==> src/rtl/mstage_lsu_pkg.sv <==
// Shared constants for the memory stage: FSM encodings, load-type codes and
// pipeline-wide values such as the reset PC.
package mstage_lsu_pkg;

    localparam int          XLEN      = 32;
    localparam int          REG_AW    = 5;
    localparam int          MASK_W    = 8;
    localparam logic [31:0] RESET_PC  = 32'h8000_0000;

    typedef enum logic [1:0] {
        ST_IDLE = 2'd0,
        ST_REQ  = 2'd1,
        ST_RESP = 2'd2,
        ST_DONE = 2'd3
    } lsu_state_e;

    localparam logic [2:0] RT_LB  = 3'd0;
    localparam logic [2:0] RT_LH  = 3'd1;
    localparam logic [2:0] RT_LW  = 3'd2;
    localparam logic [2:0] RT_LBU = 3'd4;
    localparam logic [2:0] RT_LHU = 3'd5;

endpackage

==> src/rtl/mstage_lsu_if.sv <==
// Pipeline upstream, memory bus and downstream signals of the memory stage.
interface mstage_lsu_if;
    import mstage_lsu_pkg::*;

    logic                s_valid;
    logic                s_ready;
    logic                mvalidX;
    logic                mwenX;
    logic [MASK_W-1:0]   mwmaskX;
    logic [2:0]          mrtypeX;
    logic [XLEN-1:0]     addrX;
    logic [XLEN-1:0]     wdataX;
    logic [REG_AW-1:0]   rdX;
    logic [XLEN-1:0]     pcX;

    logic                req_valid;
    logic                req_wen;
    logic [XLEN-1:0]     req_addr;
    logic [XLEN-1:0]     req_wdata;
    logic [MASK_W-1:0]   req_wmask;
    logic                req_ready;

    logic                resp_valid;
    logic [XLEN-1:0]     resp_rdata;
    logic                resp_err;
    logic                resp_ready;

    logic                m_valid;
    logic [XLEN-1:0]     resultM;
    logic [REG_AW-1:0]   rdM;
    logic [XLEN-1:0]     pcM;
    logic                loadM;
    logic                errM;
    logic                m_ready;

    // slave: the LSU itself; master: whatever surrounds it
    modport slave (
        input  s_valid, mvalidX, mwenX, mwmaskX, mrtypeX, addrX, wdataX, rdX, pcX,
        output s_ready,
        output req_valid, req_wen, req_addr, req_wdata, req_wmask,
        input  req_ready,
        input  resp_valid, resp_rdata, resp_err,
        output resp_ready,
        output m_valid, resultM, rdM, pcM, loadM, errM,
        input  m_ready
    );

    modport master (
        output s_valid, mvalidX, mwenX, mwmaskX, mrtypeX, addrX, wdataX, rdX, pcX,
        input  s_ready,
        input  req_valid, req_wen, req_addr, req_wdata, req_wmask,
        output req_ready,
        output resp_valid, resp_rdata, resp_err,
        input  resp_ready,
        input  m_valid, resultM, rdM, pcM, loadM, errM,
        output m_ready
    );

endinterface

==> src/rtl/mstage_lsu_load_ext.sv <==
// Load byte-select and sign/zero extension. No alignment check: misaligned
// halfword/word loads see the shifted word with zeros shifted in at the top.
module load_ext
    import mstage_lsu_pkg::*;
(
    input  logic [31:0] rdata,
    input  logic [1:0]  offset,
    input  logic [2:0]  rtype,
    output logic [31:0] ext
);

    logic [31:0] shifted;

    assign shifted = rdata >> {offset, 3'b000};

    always_comb begin
        ext = shifted;
        case (rtype)
            RT_LB:   ext = {{24{shifted[7]}}, shifted[7:0]};
            RT_LH:   ext = {{16{shifted[15]}}, shifted[15:0]};
            RT_LW:   ext = shifted;
            RT_LBU:  ext = {24'h0, shifted[7:0]};
            RT_LHU:  ext = {16'h0, shifted[15:0]};
            default: ext = shifted;
        endcase
    end

endmodule

==> src/rtl/mstage_lsu.sv <==
// Memory stage load/store unit: one instruction in flight, walks
// IDLE -> REQ -> RESP -> DONE for memory ops, IDLE -> DONE otherwise.
module mstage_lsu
    import mstage_lsu_pkg::*;
(
    input  logic        clk,
    input  logic        rst,
    mstage_lsu_if.slave bus
);

    lsu_state_e          state_q, state_d;

    logic                mwen_q;
    logic [MASK_W-1:0]   mwmask_q;
    logic [2:0]          mrtype_q;
    logic [XLEN-1:0]     addr_q;
    logic [XLEN-1:0]     wdata_q;
    logic [REG_AW-1:0]   rd_q;
    logic [XLEN-1:0]     pc_q;
    logic [XLEN-1:0]     result_q;
    logic                load_q;
    logic                err_q;

    logic                accept;
    logic                resp_fire;
    logic [XLEN-1:0]     load_data;

    assign bus.s_ready    = (state_q == ST_IDLE);
    assign bus.req_valid  = (state_q == ST_REQ);
    assign bus.resp_ready = (state_q == ST_RESP);
    assign bus.m_valid    = (state_q == ST_DONE);

    assign bus.req_wen    = mwen_q;
    assign bus.req_addr   = addr_q;
    assign bus.req_wdata  = wdata_q;
    assign bus.req_wmask  = mwmask_q;

    assign bus.resultM    = result_q;
    assign bus.rdM        = rd_q;
    assign bus.pcM        = pc_q;
    assign bus.loadM      = load_q;
    assign bus.errM       = err_q;

    assign accept    = bus.s_valid & bus.s_ready;
    assign resp_fire = bus.resp_valid & bus.resp_ready;

    load_ext u_load_ext (
        .rdata  (bus.resp_rdata),
        .offset (addr_q[1:0]),
        .rtype  (mrtype_q),
        .ext    (load_data)
    );

    always_comb begin
        state_d = state_q;
        case (state_q)
            ST_IDLE: if (bus.s_valid)   state_d = bus.mvalidX ? ST_REQ : ST_DONE;
            ST_REQ:  if (bus.req_ready) state_d = ST_RESP;
            ST_RESP: if (bus.resp_valid) state_d = ST_DONE;
            ST_DONE: if (bus.m_ready)   state_d = ST_IDLE;
            default:                    state_d = ST_IDLE;
        endcase
    end

    always_ff @(posedge clk) begin
        if (rst) begin
            state_q  <= ST_IDLE;
            mwen_q   <= 1'b0;
            mwmask_q <= '0;
            mrtype_q <= '0;
            addr_q   <= '0;
            wdata_q  <= '0;
            rd_q     <= '0;
            pc_q     <= RESET_PC;
            result_q <= '0;
            load_q   <= 1'b0;
            err_q    <= 1'b0;
        end else begin
            state_q <= state_d;
            if (accept) begin
                mwen_q   <= bus.mwenX;
                mwmask_q <= bus.mwmaskX;
                mrtype_q <= bus.mrtypeX;
                addr_q   <= bus.addrX;
                wdata_q  <= bus.wdataX;
                rd_q     <= bus.rdX;
                pc_q     <= bus.pcX;
                // non-memory ops complete here; memory ops fill results in RESP
                if (!bus.mvalidX) begin
                    result_q <= bus.addrX;
                    load_q   <= 1'b0;
                    err_q    <= 1'b0;
                end
            end
            if (resp_fire) begin
                err_q    <= bus.resp_err;
                result_q <= mwen_q ? addr_q : load_data;
                load_q   <= ~mwen_q;
            end
        end
    end

endmodule

==> src/flat_wrapper.sv <==
// flat-port wrapper written by rule: the top's interface ports become plain ports
module mstage_lsu_flat import mstage_lsu_pkg::*;
  (clk, rst, bus_s_valid, bus_mvalidX, bus_mwenX, bus_mwmaskX, bus_mrtypeX, bus_addrX, bus_wdataX, bus_rdX, bus_pcX, bus_s_ready, bus_req_valid, bus_req_wen, bus_req_addr, bus_req_wdata, bus_req_wmask, bus_req_ready, bus_resp_valid, bus_resp_rdata, bus_resp_err, bus_resp_ready, bus_m_valid, bus_resultM, bus_rdM, bus_pcM, bus_loadM, bus_errM, bus_m_ready);
  mstage_lsu_if bus_i ();
  input  logic clk;
  input  logic rst;
  input wire logic [$bits(bus_i.s_valid)-1:0] bus_s_valid;
  input wire logic [$bits(bus_i.mvalidX)-1:0] bus_mvalidX;
  input wire logic [$bits(bus_i.mwenX)-1:0] bus_mwenX;
  input wire logic [$bits(bus_i.mwmaskX)-1:0] bus_mwmaskX;
  input wire logic [$bits(bus_i.mrtypeX)-1:0] bus_mrtypeX;
  input wire logic [$bits(bus_i.addrX)-1:0] bus_addrX;
  input wire logic [$bits(bus_i.wdataX)-1:0] bus_wdataX;
  input wire logic [$bits(bus_i.rdX)-1:0] bus_rdX;
  input wire logic [$bits(bus_i.pcX)-1:0] bus_pcX;
  output wire logic [$bits(bus_i.s_ready)-1:0] bus_s_ready;
  output wire logic [$bits(bus_i.req_valid)-1:0] bus_req_valid;
  output wire logic [$bits(bus_i.req_wen)-1:0] bus_req_wen;
  output wire logic [$bits(bus_i.req_addr)-1:0] bus_req_addr;
  output wire logic [$bits(bus_i.req_wdata)-1:0] bus_req_wdata;
  output wire logic [$bits(bus_i.req_wmask)-1:0] bus_req_wmask;
  input wire logic [$bits(bus_i.req_ready)-1:0] bus_req_ready;
  input wire logic [$bits(bus_i.resp_valid)-1:0] bus_resp_valid;
  input wire logic [$bits(bus_i.resp_rdata)-1:0] bus_resp_rdata;
  input wire logic [$bits(bus_i.resp_err)-1:0] bus_resp_err;
  output wire logic [$bits(bus_i.resp_ready)-1:0] bus_resp_ready;
  output wire logic [$bits(bus_i.m_valid)-1:0] bus_m_valid;
  output wire logic [$bits(bus_i.resultM)-1:0] bus_resultM;
  output wire logic [$bits(bus_i.rdM)-1:0] bus_rdM;
  output wire logic [$bits(bus_i.pcM)-1:0] bus_pcM;
  output wire logic [$bits(bus_i.loadM)-1:0] bus_loadM;
  output wire logic [$bits(bus_i.errM)-1:0] bus_errM;
  input wire logic [$bits(bus_i.m_ready)-1:0] bus_m_ready;
  assign bus_i.s_valid = bus_s_valid;
  assign bus_i.mvalidX = bus_mvalidX;
  assign bus_i.mwenX = bus_mwenX;
  assign bus_i.mwmaskX = bus_mwmaskX;
  assign bus_i.mrtypeX = bus_mrtypeX;
  assign bus_i.addrX = bus_addrX;
  assign bus_i.wdataX = bus_wdataX;
  assign bus_i.rdX = bus_rdX;
  assign bus_i.pcX = bus_pcX;
  assign bus_s_ready = bus_i.s_ready;
  assign bus_req_valid = bus_i.req_valid;
  assign bus_req_wen = bus_i.req_wen;
  assign bus_req_addr = bus_i.req_addr;
  assign bus_req_wdata = bus_i.req_wdata;
  assign bus_req_wmask = bus_i.req_wmask;
  assign bus_i.req_ready = bus_req_ready;
  assign bus_i.resp_valid = bus_resp_valid;
  assign bus_i.resp_rdata = bus_resp_rdata;
  assign bus_i.resp_err = bus_resp_err;
  assign bus_resp_ready = bus_i.resp_ready;
  assign bus_m_valid = bus_i.m_valid;
  assign bus_resultM = bus_i.resultM;
  assign bus_rdM = bus_i.rdM;
  assign bus_pcM = bus_i.pcM;
  assign bus_loadM = bus_i.loadM;
  assign bus_errM = bus_i.errM;
  assign bus_i.m_ready = bus_m_ready;
  mstage_lsu u_core (.clk(clk), .rst(rst), .bus(bus_i));
endmodule
==> config.mk <==
export PLATFORM = sky130hd
export DESIGN_NAME = mstage_lsu_flat
export DESIGN_NICKNAME = d
export VERILOG_FILES = /design/src/rtl/mstage_lsu_pkg.sv /design/src/rtl/mstage_lsu_if.sv /design/src/rtl/mstage_lsu_load_ext.sv /design/src/rtl/mstage_lsu.sv /design/src/flat_wrapper.sv
export SDC_FILE = /design/constraint.sdc
export NUM_CORES = 1
export LEC_CHECK = 0
export CAP_MARGIN = 10
export CELL_PAD_IN_SITES_DETAIL_PLACEMENT = 0
export CELL_PAD_IN_SITES_GLOBAL_PLACEMENT = 2
export CORE_MARGIN = 2
export CORE_UTILIZATION = 22
export CTS_CLUSTER_SIZE = 20
export DETAILED_ROUTE_END_ITERATION = 8
export GPL_TIMING_DRIVEN = 0
export MAX_ROUTING_LAYER = met4
export PLACE_DENSITY_LB_ADDON = 0.1
export SYNTH_ARGS = -nofsm -noshare
export SYNTH_HDL_FRONTEND = slang
export SYNTH_SLANG_ARGS = --single-unit
==> constraint.sdc <==
create_clock -name clk -period 2.2 [get_ports clk]
set_input_delay 0.44 -clock clk [delete_from_list [all_inputs] [get_ports clk]]
set_output_delay 0.44 -clock clk [all_outputs]
set_load 0.02 [all_outputs]
Yosys cells after proc, flatten, opt, wreduce, memory -nomap -nowiden
Cells that the tools add are included.
{"block": "totals", "regBits": 149, "inputBits": 153, "out_inout_bits": 148, "wordCells": 46}
{"block": "op_classes", "n_eq_ne": 11, "shifts": 1, "muxes": 15, "bitwise_logic": 3, "n_reduce_logical": 5}
{"operator": "$mux W32", "count": 4}
{"operator": "$pmux W32 S4", "count": 1}
{"operator": "$shr A32 B5 Y32", "count": 1}
{"operator": "$mux W2", "count": 5}
{"operator": "$pmux W2 S4", "count": 1}
{"operator": "$eq A3 B3 Y1 const B", "count": 2}
{"operator": "$ne A2 B1 Y1 const B", "count": 3}
{"operator": "$eq A2 B2 Y1 const B", "count": 2}
{"operator": "$mux W1", "count": 4}
{"operator": "$ne A2 B2 Y1 const B", "count": 2}
{"operator": "$reduce_and A4 Y1", "count": 1}
{"operator": "$eq A3 B1 Y1 const B", "count": 1}
{"operator": "$logic_not A3 Y1", "count": 1}
{"operator": "$and A1 B1 Y1", "count": 2}
{"operator": "$eq A2 B1 Y1 const B", "count": 1}
{"operator": "$logic_not A2 Y1", "count": 1}
{"operator": "$reduce_and A2 Y1", "count": 1}
{"operator": "$reduce_bool A2 Y1", "count": 1}
{"operator": "$not A1 Y1", "count": 1}

Longest topological paths before layout
Gate-level depths: netlist (run 1).
{"block": "depth", "depth_word": 4, "mapped_depth": 8, "ltp_nobuf": 6}

Cells and area by module
A second synthesis (run 1) with hierarchy kept.
{"block": "hier_totals", "hier_cells": 777, "area_unflattened_um2": 6428.7}
{"module": "mstage_lsu", "n_inst": 1, "cells_per_inst": 670, "area_each_um2": 5734.2, "seq_area_each_um2": 2982.9}
{"module": "load_ext", "n_inst": 1, "cells_per_inst": 107, "area_each_um2": 694.4, "seq_area_each_um2": 0.0}

Worst setup path before layout (run 1)
No wires, ideal clock.
{"block": "synth_path", "path_kind": "flip-flop to flip-flop", "from": "reg u_core.state_q[0]", "to": "reg u_core.result_q[21], in the netlist u_core.bus.resultM[21]", "setup_ns": 0.070, "t_arrival_ns": 1.823, "required_ns": 2.130, "slack_ns": 0.307, "path_stages_with_launch": 9, "n_path_buf": 2, "synth_period_minus_slack_ns": 1.893, "cell_sequence": "dfxtp_1 > inv_1 > ha_1 > and3b_1 > buf_2 > buf_2 > nand2_1 > a311o_1 > a21oi_1"}
{"block": "synth_between", "elab_chain_len": 4, "elab_cells_between_ends": 8, "cone_classes": "eq/ne: 2; mux: 1; bitwise: 2; reduce/logical: 3"}
{"element": "start: declaration", "line_no": "mstage_lsu.sv:11", "rtl": "lsu_state_e state_q, state_d;"}
{"element": "start signal: assignment", "line_no": "mstage_lsu.sv:79", "rtl": "state_q <= state_d;"}
{"element": "$logic_not A2 Y1", "line_no": "mstage_lsu.sv:28", "rtl": "assign bus.s_ready = (state_q == ST_IDLE);"}
{"element": "via bus_s_ready", "line_no": "flat_wrapper.sv:16", "rtl": "output wire logic [$bits(bus_i.s_ready)-1:0] bus_s_ready;"}
{"element": "$and A1 B1 Y1", "line_no": "mstage_lsu.sv:44", "rtl": "assign accept = bus.s_valid & bus.s_ready;"}
{"element": "$reduce_bool A2 Y1 (no source line)"}
{"element": "$reduce_and A2 Y1 (no source line)"}
{"element": "end signal: assignment", "line_no": "mstage_lsu.sv:90", "rtl": "result_q <= bus.addrX;"}
{"element": "end signal: assignment", "line_no": "mstage_lsu.sv:97", "rtl": "result_q <= mwen_q ? addr_q : load_data;"}
{"element": "end: declaration", "line_no": "mstage_lsu.sv:20", "rtl": "logic [XLEN-1:0] result_q;"}
The timed path passes the listed nets, and every way through them passes these cells.
A chain may end at the register's enable or synchronous reset.

Worst setup path after layout (run 1)
{"block": "layout_path", "from": "reg u_core.state_q[1]", "to": "out bus_req_valid"}
{"block": "layout_between", "elab_chain_len": 1}
{"element": "$eq A2 B1 Y1", "line_no": "mstage_lsu.sv:29", "rtl": "assign bus.req_valid = (state_q == ST_REQ);"}
{"element": "end: declaration", "line_no": "flat_wrapper.sv:17", "rtl": "output wire logic [$bits(bus_i.req_valid)-1:0] bus_req_valid;"}
Every way passes these cells.

==> results of run 1 <==
## registers in the layout, summed over array words and instances, names as in the netlist, 2 cells and up
register              flops
u_core.state_q            2
u_core.bus.req_addr      32
u_core.bus.req_wdata     32
u_core.mrtype_q           3
u_core.bus.req_wmask      8
u_core.bus.resultM       32
u_core.bus.pcM           32
u_core.bus.rdM            5
## cell type report
cell class | count | area (µm²) | share of cell area
Clock buffer | 17 | 425 | 0.0400
Timing Repair Buffer | 301 | 3010 | 0.283
Multi-Input combinational cell | 611 | 3230 | 0.304
Tap cell | 390 | 488 | 0.0459
Inverter | 8 | 30.0 | 0.00282
Buffer | 65 | 329 | 0.0309
Clock inverter | 15 | 144 | 0.0135
Sequential cell | 149 | 2980 | 0.280
## routing by layer
layer  share of wire  track usage  vias up
met5               0            -        -
met4           0.019       0.0561        0
met2            0.43        0.286      235
met1            0.49        0.277     3334
met3           0.058       0.0403       25
li1                -            -     3496
## stage by stage
stage	instance area (µm²)	hold WS [ns]	instances	TNS [ns]	worst slack, ns
after floorplan	6530	0.450	836	0	0.307
after global placement	10000	0.442	1525	-51.55	-0.638
after detailed placement	10000	0.446	1525	-56.09	-0.622
after CTS	10600	0.431	1558	0	0.0116
after global routing	10600	0.458	1556	0	0.00345
final	10600	0.454	1556	0	0.104
## cells by family after synthesis
group	count (synthesis)
muxes	38
AOI/OAI and AO/OA	222
DFF	149
and+or+nand+nor	346
buffers and inverters	76
adders and majority gates	5
## repair_timing
item / 4_1_cts / 5_1_grt
endpoints found under the setup margin: 107 / 100
buffers inserted: 2 / 0
gates resized for setup: 20 / 25
## critical path, stage by stage (launching register included)
cell and delay, ns:
dfxtp_1 0.35, inv_1 0.11, ha_1 0.17, clkdlybuf4s50_1 0.60
## synth_stat cells (2+ instances only)
library cell | count | area [µm²]
a2111oi_0 | 6 | 52.6
a211oi_1 | 12 | 90.1
a21oi_1 | 133 | 666
a221oi_1 | 8 | 70.1
a311o_1 | 8 | 80.1
a311oi_1 | 7 | 61.3
a31oi_1 | 8 | 50.1
and2_1 | 2 | 12.5
and3_1 | 5 | 31.3
buf_1 | 5 | 18.8
buf_2 | 15 | 75.1
buf_4 | 3 | 22.5
clkbuf_1 | 44 | 165
dfxtp_1 | 149 | 2980
ha_1 | 5 | 62.6
inv_1 | 8 | 30.0
mux2_2 | 11 | 124
mux2i_1 | 26 | 260
nand2_1 | 292 | 1100
nand2b_1 | 2 | 12.5
nand3_1 | 3 | 15.0
nand3b_1 | 2 | 15.0
nor2_1 | 22 | 82.6
nor2b_1 | 3 | 18.8
nor3_1 | 11 | 55.1
o21a_1 | 16 | 120
o21ai_0 | 8 | 40.0
o22ai_1 | 10 | 62.6
## where the power goes
group / internal, µW / total [µW] / leakage [µW] / switching (µW)
registers: 3240 / 3600 / 0.00122 / 362
clock network: 1500 / 2910 / 0.000276 / 1400
logic: 2000 / 4660 / 0.00230 / 2660
total: 6750 / 11200 / 0.00380 / 4420
## worst max path at each step
stage / end / cells after the start / from / slack [ns]
3_5_place_dp: u_core.bus.resultM[22] / 7 / bus_resp_valid / -0.62
4_1_cts: u_core.bus.req_wdata[25] / 7 / u_core.state_q[0] / 0.01
3_3_place_gp: u_core.bus.resultM[5] / 6 / bus_s_valid / -0.64
6_report: bus_req_valid / 3 / u_core.state_q[1] / 0.10
5_1_grt: u_core.bus.resultM[7] / 7 / u_core.state_q[0] / 0.003
2_1_floorplan: u_core.bus.resultM[21] / 8 / u_core.state_q[0] / 0.31
==> results.sh, run 1 <==
export IMPL_antenna_left=0
export IMPL_ys_seq_elements=149
export IMPL_p_leak_uw=0.00380
export IMPL_async_flop_share=0
export IMPL_cts_tree="done"
export IMPL_dp_hpwl_um=22800
export IMPL_worst_r2r_cell_count=5
export IMPL_cp_arrival_ns=1.66
export IMPL_drt_wl_total_um=30300
export IMPL_hold_buffers=0
export IMPL_synth_area_um2=6530
export IMPL_synth_cells=836
export IMPL_setup_viol=0
export IMPL_ys_warn_count=0
export IMPL_firstDrtPassIters=5
export IMPL_cts_buffers=17
export IMPL_finClkSkew_ns=0.0148
export IMPL_rsz0062_at_grt="no"
export IMPL_drv_slew=0
export IMPL_synthDistinctLibCells=40
export IMPL_synthMuxAreaShare=0.0623
export IMPL_worstHoldStart="u_core.bus.req_wdata[11]"
export IMPL_post_route_min_period_ns=2.10
export IMPL_clk_path_buf_depth=2
export IMPL_worst_slew_pin_slew_ns=0.833
export IMPL_relSlewSlack=0.445
export IMPL_maxCapViolations=0
export IMPL_cts_root_buf="clkbuf_16"
export IMPL_synth_top_family_by_area="simple AND/OR/NAND/NOR gates"
export IMPL_pin_count=301
export IMPL_syn_area_per_cell_um2=7.81
export IMPL_most_common_layout_cells="clkdlybuf4s50_1 (297), nand2_1 (290), dfxtp_1 (149)"
export IMPL_p_per_area_nw_per_um2=1050
export IMPL_synth_ff_type="dfxtp_1"
export IMPL_track_usage=0.197
export IMPL_drt_iter0_drc=359
export IMPL_irDropWorstVdd_v=0.000443
export IMPL_drive_gt1_frac=0.0772
export IMPL_utilization=0.362
export IMPL_insertion_delay_ns=0.43
export IMPL_n_antenna_cell=0
export IMPL_die_w_um=176
export IMPL_status="finished clean"
export IMPL_hold_viol_final=0
export IMPL_cp_required_ns=1.76
export IMPL_grt_pass1_wl_um=44600
export IMPL_synth_compound_area_frac=0.210
export IMPL_synth_net_count=994
export IMPL_ys_seq_area_frac=0.457
export IMPL_fill_cells=3117
export IMPL_cts_max_level=4
export IMPL_area_growth_pct=63.0
export IMPL_wl_per_cell_um=19.5
export IMPL_max_freq_mhz=477
export IMPL_crit_type="reg -> out"
export IMPL_drcViolationCount=0
export IMPL_io_buffers=299
export IMPL_grt_max_degree=17
export IMPL_hp_class="reg -> reg"
export IMPL_whs_endpoint="u_core.bus.req_wdata[11]"
export IMPL_worstReg2RegEnd="u_core.bus.resultM[12]"
export IMPL_end_kind="output pin"
export IMPL_startpoint_type="flop"
export IMPL_grt_overflow_total=0
export IMPL_synth_edf_count=0
export IMPL_synth_fa_ha_area_frac=0.00959
export IMPL_crit_path_max_fanout=4
export IMPL_cts_sinks=149
export IMPL_synth_xor_area_frac=0
export IMPL_synthSimpleGateAreaFrac=0.211
export IMPL_rows=63
export IMPL_num_vias=7090
export IMPL_power_uw=11200
export IMPL_hold_depth=2
export IMPL_final_common_cell="clkdlybuf4s50_1"
export IMPL_routed_via_density=4.56
export IMPL_grt_pass1_vias=6945
export IMPL_antenna_found_initial=0
export IMPL_coreArea_um2=29400
export IMPL_final_nets=1311
export IMPL_gp_congestion=0.859
export IMPL_dieHeight_um=176
export IMPL_r2r_start="u_core.bus.req_addr[0]"
export IMPL_start_util=0.222
export IMPL_ff2ff_setup_slack_ns=0.16
export IMPL_post_route_period_util=0.953
export IMPL_dieArea_um2=31100
export IMPL_path_clk_slew_ns=0.07
(Power assumes the default switching activity.)
==> run 2: changes to the inputs <==
- TNS_END_PERCENT: unset -> 1
==> run 2 against run 1 <==
  * Worst hold slack about the same
  * Non-clock buffer count grew 2
  * Combinational power about the same
  * Highest routed layer unchanged
  * Critical endpoint unchanged
  * Wire length shrank 0.13%
  * Global-route usage about the same
==> results.sh, run 2 (same netlist as run 1, synthesis figures left out) <==
export IMPL_cts_tree="done"
export IMPL_drv_slew=0
export IMPL_drcViolationCount=0
export IMPL_cp_startpoint="u_core.state_q[1]"
export IMPL_post_route_min_period_ns=2.10
export IMPL_insertion_delay_ns=0.43
export IMPL_cts_buffers=17
export IMPL_rows=63
export IMPL_combPwrFrac=0.417
export IMPL_worst_slew_pin_slew_ns=0.835
export IMPL_p_leak_uw=0.00380
export IMPL_grt_pass1_wl_um=44600
export IMPL_startpoint_type="flop"
export IMPL_cp_arrival_ns=1.66
export IMPL_status="finished clean"
export IMPL_n_antenna_cell=0
export IMPL_hp_class="reg -> reg"
export IMPL_cts_max_level=4
export IMPL_cp_required_ns=1.76
export IMPL_firstDrtPassIters=5
export IMPL_multiInputGateArea_um2=3230
export IMPL_power_switching_uw=4420
export IMPL_worstReg2RegEnd="u_core.bus.req_wdata[13]"
export IMPL_area_growth_pct=63.0
export IMPL_start_util=0.222
export IMPL_wl_per_cell_um=19.4
export IMPL_cts_sinks=149
export IMPL_pin_count=301
export IMPL_p_seq_frac=0.323
export IMPL_seq_area_um2=2980
export IMPL_worst_slack_ns=0.104
export IMPL_place_ws_ns=-0.622
export IMPL_end_kind="output pin"
export IMPL_io_buffers=299
export IMPL_drt_wl_total_um=30300
export IMPL_dieArea_um2=31100
export IMPL_path_clk_slew_ns=0.07
export IMPL_final_nets=1313
export IMPL_drive_gt1_frac=0.0779
export IMPL_final_common_cell="clkdlybuf4s50_1"
export IMPL_p_sw_frac=0.396
export IMPL_setup_viol=0
export IMPL_clockPowerShare=0.260
export IMPL_hold_buffers=0
export IMPL_maxCapViolations=0
export IMPL_most_common_layout_cells="clkdlybuf4s50_1 (297), nand2_1 (290), dfxtp_1 (149)"
export IMPL_endpoint="bus_req_valid"
export IMPL_grt_overflow_total=0
export IMPL_worstHoldStart="u_core.bus.req_wdata[11]"
export IMPL_finClkSkew_ns=0.0133
export IMPL_irDropWorstVdd_v=0.000483
export IMPL_crit_path_max_incr_delay_ns=0.60
export IMPL_p_per_area_nw_per_um2=1050
export IMPL_cts_root_buf="clkbuf_16"
export IMPL_dp_hpwl_um=22800
export IMPL_hold_viol_final=0
export IMPL_p_int_uw=6740
export IMPL_fill_cells=3121
export IMPL_crit_type="reg -> out"
export IMPL_drt_iter0_drc=397
export IMPL_fin_cells=1558
export IMPL_r2r_start="u_core.state_q[1]"
export IMPL_routed_via_density=4.53
export IMPL_post_route_period_util=0.953
export IMPL_ff2ff_setup_slack_ns=0.16
export IMPL_antenna_left=0
export IMPL_antenna_found_initial=0
export IMPL_max_freq_mhz=477
export IMPL_track_usage=0.197
export IMPL_clk_path_buf_depth=2
export IMPL_coreArea_um2=29400
export IMPL_rsz0062_at_grt="yes"
export IMPL_die_w_um=176
export IMPL_worst_r2r_cell_count=8
export IMPL_crit_path_top_delay_cell="clkdlybuf4s50_1"
export IMPL_gp_congestion=0.859
export IMPL_relSlewSlack=0.443
export IMPL_num_vias=7055
export IMPL_dieHeight_um=176
export IMPL_crit_chain="inv_1 -> ha_1 -> clkdlybuf4s50_1"
export IMPL_grt_pass1_vias=6930
export IMPL_grt_max_degree=17
export IMPL_dp_cells=1525
export IMPL_crit_path_max_fanout=4
## run 2: layout make-up
type / count / area share
Clock inverter: 15 / 0.0135
Buffer: 67 / 0.0313
Inverter: 8 / 0.00282
Sequential cell: 149 / 0.280
Tap cell: 390 / 0.0459
Clock buffer: 17 / 0.0400
Timing Repair Buffer: 301 / 0.282
Multi-Input combinational cell: 611 / 0.304
## run 2: power by group through the flow
| stage | Combinational (µW) | Sequential, µW | Clock (µW) |
|---|---|---|---|
| 2_1_floorplan | 1860 | 4220 | 0 |
| 3_3_place_gp | 4670 | 3660 | 0 |
| 3_5_place_dp | 4650 | 3660 | 0 |
| 4_1_cts | 4680 | 3610 | 3010 |
| 5_1_grt | 5040 | 3680 | 3100 |
| 6_report | 4660 | 3610 | 2910 |
## run 2: stage by stage
stage	area [µm²]	hold WS [ns]	TNS (ns)	util	power, µW
CTS	10600	0.431	0	0.361	11300
floorplan	6530	0.450	0	-	6080
finish	10600	0.454	0	0.362	11200
detailed placement	10000	0.446	-56.09	0.340	8320
global placement	10000	0.442	-51.55	0.340	8330
global route	10600	0.458	-0.0341	0.362	11800
## run 2: how the worst min path moves through the flow
stage               slack, ns                       end  cells past startpoint
floorplan                0.45        u_core.mrtype_q[2]                      2
global placement         0.44         u_core.bus.rdM[4]                      2
detailed placement       0.45        u_core.bus.pcM[30]                      2
CTS                      0.43    u_core.bus.resultM[15]                      3
global route             0.46    u_core.bus.resultM[15]                      3
finish                   0.45  u_core.bus.req_wdata[11]                      2
## run 2: layer usage
layer / track usage / share of wire / vias up
met5: - / 0 / -
met4: 0.0548 / 0.016 / 0
met3: 0.0396 / 0.059 / 21
met2: 0.286 / 0.44 / 215
met1: 0.277 / 0.49 / 3321
li1: - / - / 3498
## run 2: what timing repair did
| item | CTS | global route |
|---|---|---|
| pin swaps | 0 | 0 |
| buffers inserted | 2 | 0 |
| gates resized for setup | 19 | 22 |
| hold endpoints to repair | 0 | 0 |
| endpoints found under the setup margin | 107 | 105 |
## run 2: critical path, delay by kind of cell (launching register included)
family,cells,cell delay (ns)
buffers and inverters,2,0.71
DFF,1,0.35
adders and majority gates,1,0.17
